## config.mk

```make
export PLATFORM = sky130hd
export DESIGN_NAME = logic_unit_pipe
export DESIGN_NICKNAME = d
export VERILOG_FILES = /design/src/rtl/logic_unit_pkg.sv /design/src/rtl/logic_unit_fifo.sv /design/src/rtl/logic_unit_pipe.sv
export SDC_FILE = /design/constraint.sdc
export NUM_CORES = 1
export LEC_CHECK = 0
export CAP_MARGIN = 20
export CORE_MARGIN = 4
export CORE_UTILIZATION = 49
export DETAILED_ROUTE_END_ITERATION = 7
export GPL_ROUTABILITY_DRIVEN = 0
export PLACE_DENSITY = 0.85
export SYNTH_ARGS = -nofsm -noshare
export SYNTH_HDL_FRONTEND = slang
export SYNTH_SLANG_ARGS = --single-unit
export TNS_END_PERCENT = 1
```

## constraint.sdc

```tcl
create_clock -name clk -period 1.74 [get_ports clk]
set_input_delay 0.261 -clock clk [delete_from_list [all_inputs] [get_ports clk]]
set_output_delay 0.261 -clock clk [all_outputs]
set_load 0.02 [all_outputs]
```

## src/rtl/logic_unit_pkg.sv

```systemverilog
// Shared definitions for logic_unit_pipe: op encoding and default sizing.
package logic_unit_pkg;

  // 3-bit operation select; every code is defined.
  typedef enum logic [2:0] {
    OP_NOT  = 3'd0,
    OP_AND  = 3'd1,
    OP_OR   = 3'd2,
    OP_XOR  = 3'd3,
    OP_NAND = 3'd4,
    OP_NOR  = 3'd5,
    OP_XNOR = 3'd6,
    OP_PASS = 3'd7
  } op_t;

  localparam int unsigned LU_DEPTH = 4;
  localparam int unsigned LU_CNT_W = 16;

endpackage

```

## src/rtl/logic_unit_fifo.sv

```systemverilog
// Synchronous FIFO with registered full/empty flags.
// Pointers carry one extra wrap bit; full/empty come from comparing the
// next-state pointers so both flags are available straight from flops.
module logic_unit_fifo #(
  parameter int unsigned DW    = 8,
  parameter int unsigned DEPTH = 4
) (
  input  logic          clk,
  input  logic          rst_n,
  input  logic          i_wr_en,
  input  logic [DW-1:0] i_wr_data,
  input  logic          i_rd_en,
  output logic [DW-1:0] o_rd_data,
  output logic          o_full,
  output logic          o_empty
);

  localparam int unsigned AW = $clog2(DEPTH);
  localparam int unsigned PW = AW + 1;

  logic [DW-1:0] r_mem [DEPTH];
  logic [PW-1:0] r_wr_ptr;
  logic [PW-1:0] r_rd_ptr;
  logic          r_full;
  logic          r_empty;

  logic          w_push;
  logic          w_pop;
  logic [PW-1:0] w_wr_ptr_nxt;
  logic [PW-1:0] w_rd_ptr_nxt;

  assign w_push       = i_wr_en && !r_full;
  assign w_pop        = i_rd_en && !r_empty;
  assign w_wr_ptr_nxt = r_wr_ptr + PW'(w_push);
  assign w_rd_ptr_nxt = r_rd_ptr + PW'(w_pop);

  // Pointer and flag registers.
  always_ff @(posedge clk or negedge rst_n) begin
    if (!rst_n) begin
      r_wr_ptr <= '0;
      r_rd_ptr <= '0;
      r_full   <= 1'b0;
      r_empty  <= 1'b1;
    end else begin
      r_wr_ptr <= w_wr_ptr_nxt;
      r_rd_ptr <= w_rd_ptr_nxt;
      r_full   <= (w_wr_ptr_nxt[AW] != w_rd_ptr_nxt[AW]) &&
                  (w_wr_ptr_nxt[AW-1:0] == w_rd_ptr_nxt[AW-1:0]);
      r_empty  <= (w_wr_ptr_nxt == w_rd_ptr_nxt);
    end
  end

  // Storage array; cleared on reset so the read port shows zero afterwards.
  always_ff @(posedge clk or negedge rst_n) begin
    if (!rst_n) begin
      for (int unsigned i = 0; i < DEPTH; i++) begin
        r_mem[i] <= '0;
      end
    end else if (w_push) begin
      r_mem[r_wr_ptr[AW-1:0]] <= i_wr_data;
    end
  end

  assign o_rd_data = r_mem[r_rd_ptr[AW-1:0]];
  assign o_full    = r_full;
  assign o_empty   = r_empty;

endmodule

```

## src/rtl/logic_unit_pipe.sv

```systemverilog
// Registered bitwise logic unit with a result FIFO and valid/ready handshakes.
// Optional macro LOGIC_UNIT_PARITY_EN adds y_par (XOR-reduction of y) stored
// alongside each result.
module logic_unit_pipe
  import logic_unit_pkg::*;
#(
  parameter int unsigned WIDTH = 8,
  parameter int unsigned DEPTH = LU_DEPTH,
  parameter int unsigned CNT_W = LU_CNT_W
) (
  input  logic             clk,
  input  logic             rst_n,
  input  logic             in_valid,
  output logic             in_ready,
  input  logic [WIDTH-1:0] a,
  input  logic [WIDTH-1:0] b,
  input  logic [2:0]       op,
  output logic             out_valid,
  input  logic             out_ready,
  output logic [WIDTH-1:0] y,
  output logic             y_zero,
  output logic [CNT_W-1:0] done_cnt
`ifdef LOGIC_UNIT_PARITY_EN
  ,
  output logic             y_par
`endif
);

`ifdef LOGIC_UNIT_PARITY_EN
  localparam int unsigned DW = WIDTH + 1;
`else
  localparam int unsigned DW = WIDTH;
`endif

  logic [WIDTH-1:0] w_result;
  logic [DW-1:0]    w_wr_data;
  logic [DW-1:0]    w_rd_data;
  logic             w_full;
  logic             w_empty;
  logic [CNT_W-1:0] r_done_cnt;

  // Operation decode on the incoming operands.
  always_comb begin
    w_result = '0;
    unique case (op_t'(op))
      OP_NOT:  w_result = ~a;
      OP_AND:  w_result = a & b;
      OP_OR:   w_result = a | b;
      OP_XOR:  w_result = a ^ b;
      OP_NAND: w_result = ~(a & b);
      OP_NOR:  w_result = ~(a | b);
      OP_XNOR: w_result = ~(a ^ b);
      OP_PASS: w_result = a;
    endcase
  end

`ifdef LOGIC_UNIT_PARITY_EN
  assign w_wr_data = {^w_result, w_result};
  assign y_par     = w_rd_data[WIDTH];
`else
  assign w_wr_data = w_result;
`endif

  logic_unit_fifo #(
    .DW    (DW),
    .DEPTH (DEPTH)
  ) u_fifo (
    .clk       (clk),
    .rst_n     (rst_n),
    .i_wr_en   (in_valid),
    .i_wr_data (w_wr_data),
    .i_rd_en   (out_ready),
    .o_rd_data (w_rd_data),
    .o_full    (w_full),
    .o_empty   (w_empty)
  );

  // Completed output handshake counter, wraps naturally.
  always_ff @(posedge clk or negedge rst_n) begin
    if (!rst_n) begin
      r_done_cnt <= '0;
    end else if (out_valid && out_ready) begin
      r_done_cnt <= r_done_cnt + CNT_W'(1);
    end
  end

  assign in_ready  = !w_full;
  assign out_valid = !w_empty;
  assign y         = w_rd_data[WIDTH-1:0];
  assign y_zero    = out_valid && (y == '0);
  assign done_cnt  = r_done_cnt;

endmodule

```

# Word-level counts from Yosys, hierarchy flattened
# Index checks and enable logic that the tools add are counted.
# W data, S select, Z words.
[op_classes]
n_reduce_logical = 9
add_sub_neg = 3
eq_ne = 10
order_cmp = 3
bitwise_logic = 9
mux = 7
[ops]
columns = ["operator", "count"]
rows = [
  ["$pmux W8 S8", 1],
  ["$bwmux W32", 1],
  ["$not A8 Y8", 4],
  ["$mux W8", 3],
  ["$add A16 B1 Y16 const B", 1],
  ["$bmux W8 S2", 1],
  ["$demux W8 S2", 1],
  ["$eq A3 B3 Y1 const B", 4],
  ["$and A8 B8 Y8", 1],
  ["$logic_not A8 Y1", 1],
  ["$or A8 B8 Y8", 1],
  ["$xor A8 B8 Y8", 1],
  ["$add A3 B1 Y3", 2],
  ["$eq A3 B2 Y1 const B", 2],
  ["$ge A3 B3 Y1 const B", 2],
  ["$not A2 Y3", 2],
  ["$logic_and A1 B1 Y1", 5],
  ["$eq A3 B1 Y1 const B", 1],
  ["$eq A3 B3 Y1", 1],
  ["$logic_not A3 Y1", 1],
  ["$lt A3 B1 Y1 const B", 1],
  ["$eq A2 B2 Y1", 1],
  ["$logic_not A1 Y1", 2],
  ["$ne A1 B1 Y1", 1],
]
[totals]
in_bits = 23
elab_cells = 50
output_inout_bits = 27
ff_bits = 56

# Logic depth before layout (Yosys ltp)
[depth]
word_depth = 6
depth_mapped = 7
ltp_nobuf = 6

# Cells and area by module
# From an unflattened synthesis, not the netlist that was laid out.
[unflattened]
cells_unflattened = 282
hier_area_um2 = 3348.2
[by_module_without_submodules]
columns = ["module", "seq_area_each_um2", "n_inst", "cells_each", "area_each_um2"]
rows = [
  ["logic_unit_fifo", 1002.2, 1, 103, 1734.2],
  ["logic_unit_pipe", 400.4, 1, 179, 1614.0],
]

# Worst setup path before layout
# Ideal clock, no wire load.
[synth_timing]
path_type = "register to output"
startpoint = "reg u_fifo.r_rd_ptr[0]"
endpoint = "out y_zero"
path_buffers = 1
arrival_time_ns = 1.847
required_ns = 1.479
slack_ns = -0.368
path_stages_with_launch = 6
path_cell_list = "dfrtp_1 > buf_6 > mux4_1 > nor4_1 > nand2_1 > nor4_2"
[synth_via]
elab_chain_len = 6
[synth_rtl]
columns = ["item", "line", "source"]
rows = [
  ["start, declared", "logic_unit_fifo.sv:23", "logic [PW-1:0] r_rd_ptr;"],
  ["start signal, assigned", "logic_unit_fifo.sv:46", "r_rd_ptr <= w_rd_ptr_nxt;"],
  ["$not A2 Y3 (implied by the code)", "logic_unit_fifo.sv:64", "assign o_rd_data = r_mem[r_rd_ptr[AW-1:0]];"],
  ["$bmux W8 S2", "logic_unit_fifo.sv:64", ""],
  ["$mux W8 (implied by the code) (2 in a row)", "logic_unit_fifo.sv:64", ""],
  ["net y[0]", "logic_unit_pipe.sv:20", "output logic [WIDTH-1:0] y,"],
  ["$logic_not A8 Y1", "logic_unit_pipe.sv:90", "assign y_zero = out_valid && (y == '0);"],
  ["$logic_and A1 B1 Y1", "logic_unit_pipe.sv:90", ""],
  ["end, declared", "logic_unit_pipe.sv:21", "output logic y_zero,"],
]
# The timed path passes the listed nets, and every way through them passes these cells. The select of a mux whose other input is x is not followed.

# Worst setup path after layout
[layout_timing]
startpoint = "reg u_fifo.r_rd_ptr[0]"
endpoint = "out y_zero"
[layout_via]
elab_chain_len = 6
[layout_rtl]
columns = ["item", "line"]
rows = [
  ["$not A2 Y3 (implied by the code)", "logic_unit_fifo.sv:64"],
  ["$bmux W8 S2", "logic_unit_fifo.sv:64"],
  ["$mux W8 (implied by the code) (2 in a row)", "logic_unit_fifo.sv:64"],
  ["$logic_not A8 Y1", "logic_unit_pipe.sv:90"],
  ["$logic_and A1 B1 Y1", "logic_unit_pipe.sv:90"],
]
# No other way between the ends. The select of a mux whose other input is x is not followed.

==> results.toml <==
[outcome]
status = "complete, but fails checks"
failed_checks = "negative setup slack"

[detailed_routing]
first_pass_iters = 4
antenna_left = 0
vias_per_cell = 5.51
drt_iter0_markers = 142
wl_per_cell_um = 15.7
wirelength_um = 8600
num_vias = 3019
remaining_drc_errors = 0

[setup_path]
crit_chain = "buf_4, mux4_2, nor4_4, nand2_1, nor4_4, buf_4"
critPathMaxFanout = 3
cpPeakStageDelay_ns = 0.55
cp_slowest_cell = "mux4_2"
critPathKind = "reg -> out"
critPathArrivalTime_ns = 2.12
required_ns = 1.48
critPathCaptureType = "output port"
start_kind = "register"

[power_and_ir_drop]
power_frac_clock_pct = 11.0
combPwrFrac_pct = 54.0
p_sw_share_pct = 38.7
intPower_mw = 3.88
peakVddDrop_mv = 0.549
power_density_nw_per_um2 = 1370
leakagePower_nw = 2.13
p_sw_mw = 2.45
pwr-share-seq_pct = 35.0

[cts]
clock_path_buffers = 2
cts_tree = "done"
clkTransAtPathRegs_ns = 0.10
cts_made_buffers = 5
cts.sinks = 56
cts-root-buf = "clkbuf_8"
clk_latency_ns = 0.31
htreeDepth = 2

[yosys]
synth_top_family_by_area = "simple AND/OR/NAND/NOR gates"
yosysSeqAreaShare_pct = 40.9
synth_compound_area_share_pct = 14.2
syn_area_um2 = 3430
ys_ff_latch = 56
syn_inst = 340
synth.yosys.warnings = 0
synth-xor-area-share_pct = 5.11
syn_avg_cell_area_um2 = 10.1
synth_mux_area_share_pct = 7.71
synth-simple-area-share_pct = 18.6
syn_nets = 384
async_flop_share_pct = 100
yosys_most_used_dff = "dfrtp_1"
yosysUniqueCellTypes = 54
synth-adder-area-share_pct = 7.67
synth_edf_count = 0

[floorplanning]
die_w_um = 91.6
fp-row-count = 30
die_area_um2 = 8390
num_io_pins = 50
die_y_um = 91.6
fp.coreArea_um2 = 6790
initial_core_util_pct = 50.4

[global_routing]
grt_pass1_vias = 3145
grt_max_degree = 57
grt-ovfl-total = 0
grt_use_total_pct = 21.2
grt_first_pass_wirelength_um = 14500
antenna_found_initial = 0

[sta]
relSlewSlack_pct = 69.5
finalHoldViolCount = 0
min_period_ns = 2.39
fmax_mhz = 419
finalMaxSlewViolations = 0
finalSetupViolCount = 13
finalClockSkew_ns = 0.0116
whs_ns = 0.479
worstMarginPinSlew_ns = 0.457
fin_crit_sh_pct = 137
rsz0062_at_grt = "true"
setup_ws_ns = -0.645

[place]
portBuffers = 49
placed_area_um2 = 4480
dp_hpwl_um = 6640

[min_path]
hp-class = "in -> async"

[layout]
antenna_cells = 0
nNetsFinal = 495
area_delta_synth_final_pct = 35.2
postLayoutCoreUtil_pct = 68.2
final_layout_size_suffix_gt1_share_pct = 26.3
postLayoutCellArea_um2 = 4630

[run]
cap_violations = 0
-- cell type report --
type | count | area (µm²)
clock buffers | 7 | 76.3
clock inverters | 1 | 8.76
fillers | 522 | 2160
inverters | 27 | 101
multi-input cells | 238 | 1880
flip-flops and latches | 56 | 1400
well taps | 96 | 120
repair buffers | 123 | 1040
-- what timing repair did --
| action | CTS | global route |
|---|---|---|
| pin swaps | 12 | 6 |
| gates resized for setup | 33 | 6 |
| endpoints found under the hold margin | 55 | 0 |
| setup endpoints to repair | 23 | 35 |
| hold buffers | 1 | 0 |
| buffers inserted | 3 | 0 |
-- per-stage QoR --
step           setup TNS, ns  power (mW)  setup WS, ns  cells
6_report               -2.61        6.34        -0.645    548
5_1_grt                -3.70        6.77        -0.777    548
4_1_cts                -2.40        6.33        -0.625    548
3_5_place_dp          -14.48        5.51        -0.919    536
3_3_place_gp          -12.40        5.35        -0.924    536
2_1_floorplan         -0.265        3.96        -0.265    340
-- power groups by stage --
| stage | Sequential, mW | Combinational (mW) | Clock (mW) |
|---|---|---|---|
| 2_1_floorplan | 2.16 | 1.80 | 0 |
| 3_3_place_gp | 2.19 | 3.17 | 0 |
| 3_5_place_dp | 2.24 | 3.27 | 0 |
| 4_1_cts | 2.20 | 3.41 | 0.710 |
| 5_1_grt | 2.28 | 3.71 | 0.774 |
| 6_report | 2.22 | 3.42 | 0.700 |
-- cells by family after synthesis --
kind of cell	Yosys count
xor+xnor	20
compound gates	64
simple gates	120
flops	56
fa+ha+maj	21
mux	13
buf+inv	46
-- worst max-delay path: cells and delay by family (launching register included) --
| kind | cells | cell delay, ns |
|---|---|---|
| flip-flops | 1 | 0.38 |
| AND/OR/NAND/NOR | 3 | 0.57 |
| buffers and inverters | 2 | 0.32 |
| multiplexers | 1 | 0.55 |
-- path summary, 6_finish.rpt --
| path | endpoint | slack (ns) | from | cells after the start |
|---|---|---|---|---|
| worst max-delay path | y_zero | -0.65 | u_fifo.r_rd_ptr[0] | 6 |
| worst min-delay path | done_cnt[4] | 0.48 | rst_n | 3 |
| worst max register to register | u_fifo.o_empty | 0.11 | u_fifo.o_empty | 6 |
| worst min register to register | done_cnt[15] | 0.49 | done_cnt[15] | 1 |
| max in group asynchronous | u_fifo.o_empty | 0.98 | rst_n | 3 |
| min in group clk | done_cnt[15] | 0.49 | done_cnt[15] | 1 |
-- placed cells by master (no fill, tap or decap), types with 2 or more instances in the layout --
cell	n
a2111oi_2	2
a21oi_1	5
a221oi_2	3
and3_1	4
and3b_1	3
and4_1	3
buf_4	80
clkbuf_1	2
clkbuf_8	5
clkdlybuf4s50_1	35
dfrtp_1	54
dlygate4sd2_1	2
dlymetal6s2s_1	2
ha_1	20
inv_1	23
inv_2	4
mux2i_1	2
mux4_2	9
nand2_1	42
nand2b_1	5
nand3_1	13
nand3b_1	3
nand4_1	10
nor2_1	12
nor2b_1	6
nor3_1	5
nor4_1	4
nor4_4	2
o211ai_1	6
o21ai_0	3
o21ai_1	8
o221ai_1	4
o2bb2ai_1	3
o311ai_1	4
o31ai_1	16
or3b_1	2
xnor2_1	14
xor2_1	5
-- sequential cells by signal (all words and copies together), names as in the netlist --
signal	count
u_fifo.o_empty	1
u_fifo.r_wr_ptr	3
u_fifo.r_mem	32
u_fifo.r_rd_ptr	3
done_cnt	16
u_fifo.o_full	1
-- Yosys cell counts (2+ instances only) --
cell type | instances | area [µm²]
o31ai_1 | 16 | 120
buf_4 | 2 | 15.0
o311ai_1 | 4 | 35.0
and3_1 | 4 | 25.0
mux2i_1 | 2 | 20.0
o2bb2ai_1 | 3 | 26.3
o221ai_1 | 5 | 43.8
and3b_1 | 3 | 26.3
inv_1 | 25 | 93.8
or3b_1 | 2 | 17.5
ha_1 | 21 | 263
nor2b_1 | 6 | 37.5
o21ai_0 | 3 | 15.0
xnor2_1 | 14 | 123
nor2_1 | 12 | 45.0
clkbuf_1 | 8 | 30.0
o211ai_1 | 6 | 45.0
nand3b_1 | 3 | 22.5
a21oi_1 | 6 | 30.0
dfrtp_1 | 55 | 1380
o21ai_1 | 9 | 45.0
nand2b_1 | 5 | 31.3
buf_2 | 6 | 30.0
a221oi_2 | 3 | 45.0
xor2_1 | 6 | 52.6
mux4_1 | 5 | 131
buf_1 | 2 | 7.51
nand2_1 | 42 | 158
and4_1 | 3 | 26.3
inv_2 | 2 | 7.51
mux4_2 | 4 | 90.1
nor4_1 | 5 | 31.3
a2111oi_1 | 2 | 20.0
nand3_1 | 13 | 65.1
nor3_1 | 5 | 25.0
nand4_1 | 10 | 62.6
-- routing by layer --
| layer | vias up | part of all wire [%] | GRT usage (%) | routed length (µm) |
|---|---|---|---|---|
| li1 | 1463 | - | - | - |
| met5 | - | 0 | 0 | 0 |
| met2 | 89 | 54 | 39.9 | 4620 |
| met3 | 12 | 4.6 | 3.69 | 392 |
| met4 | 0 | 1.9 | 6.41 | 165 |
| met1 | 1455 | 40 | 24.4 | 3430 |
Note: power is estimated with default switching activity, not from simulation.
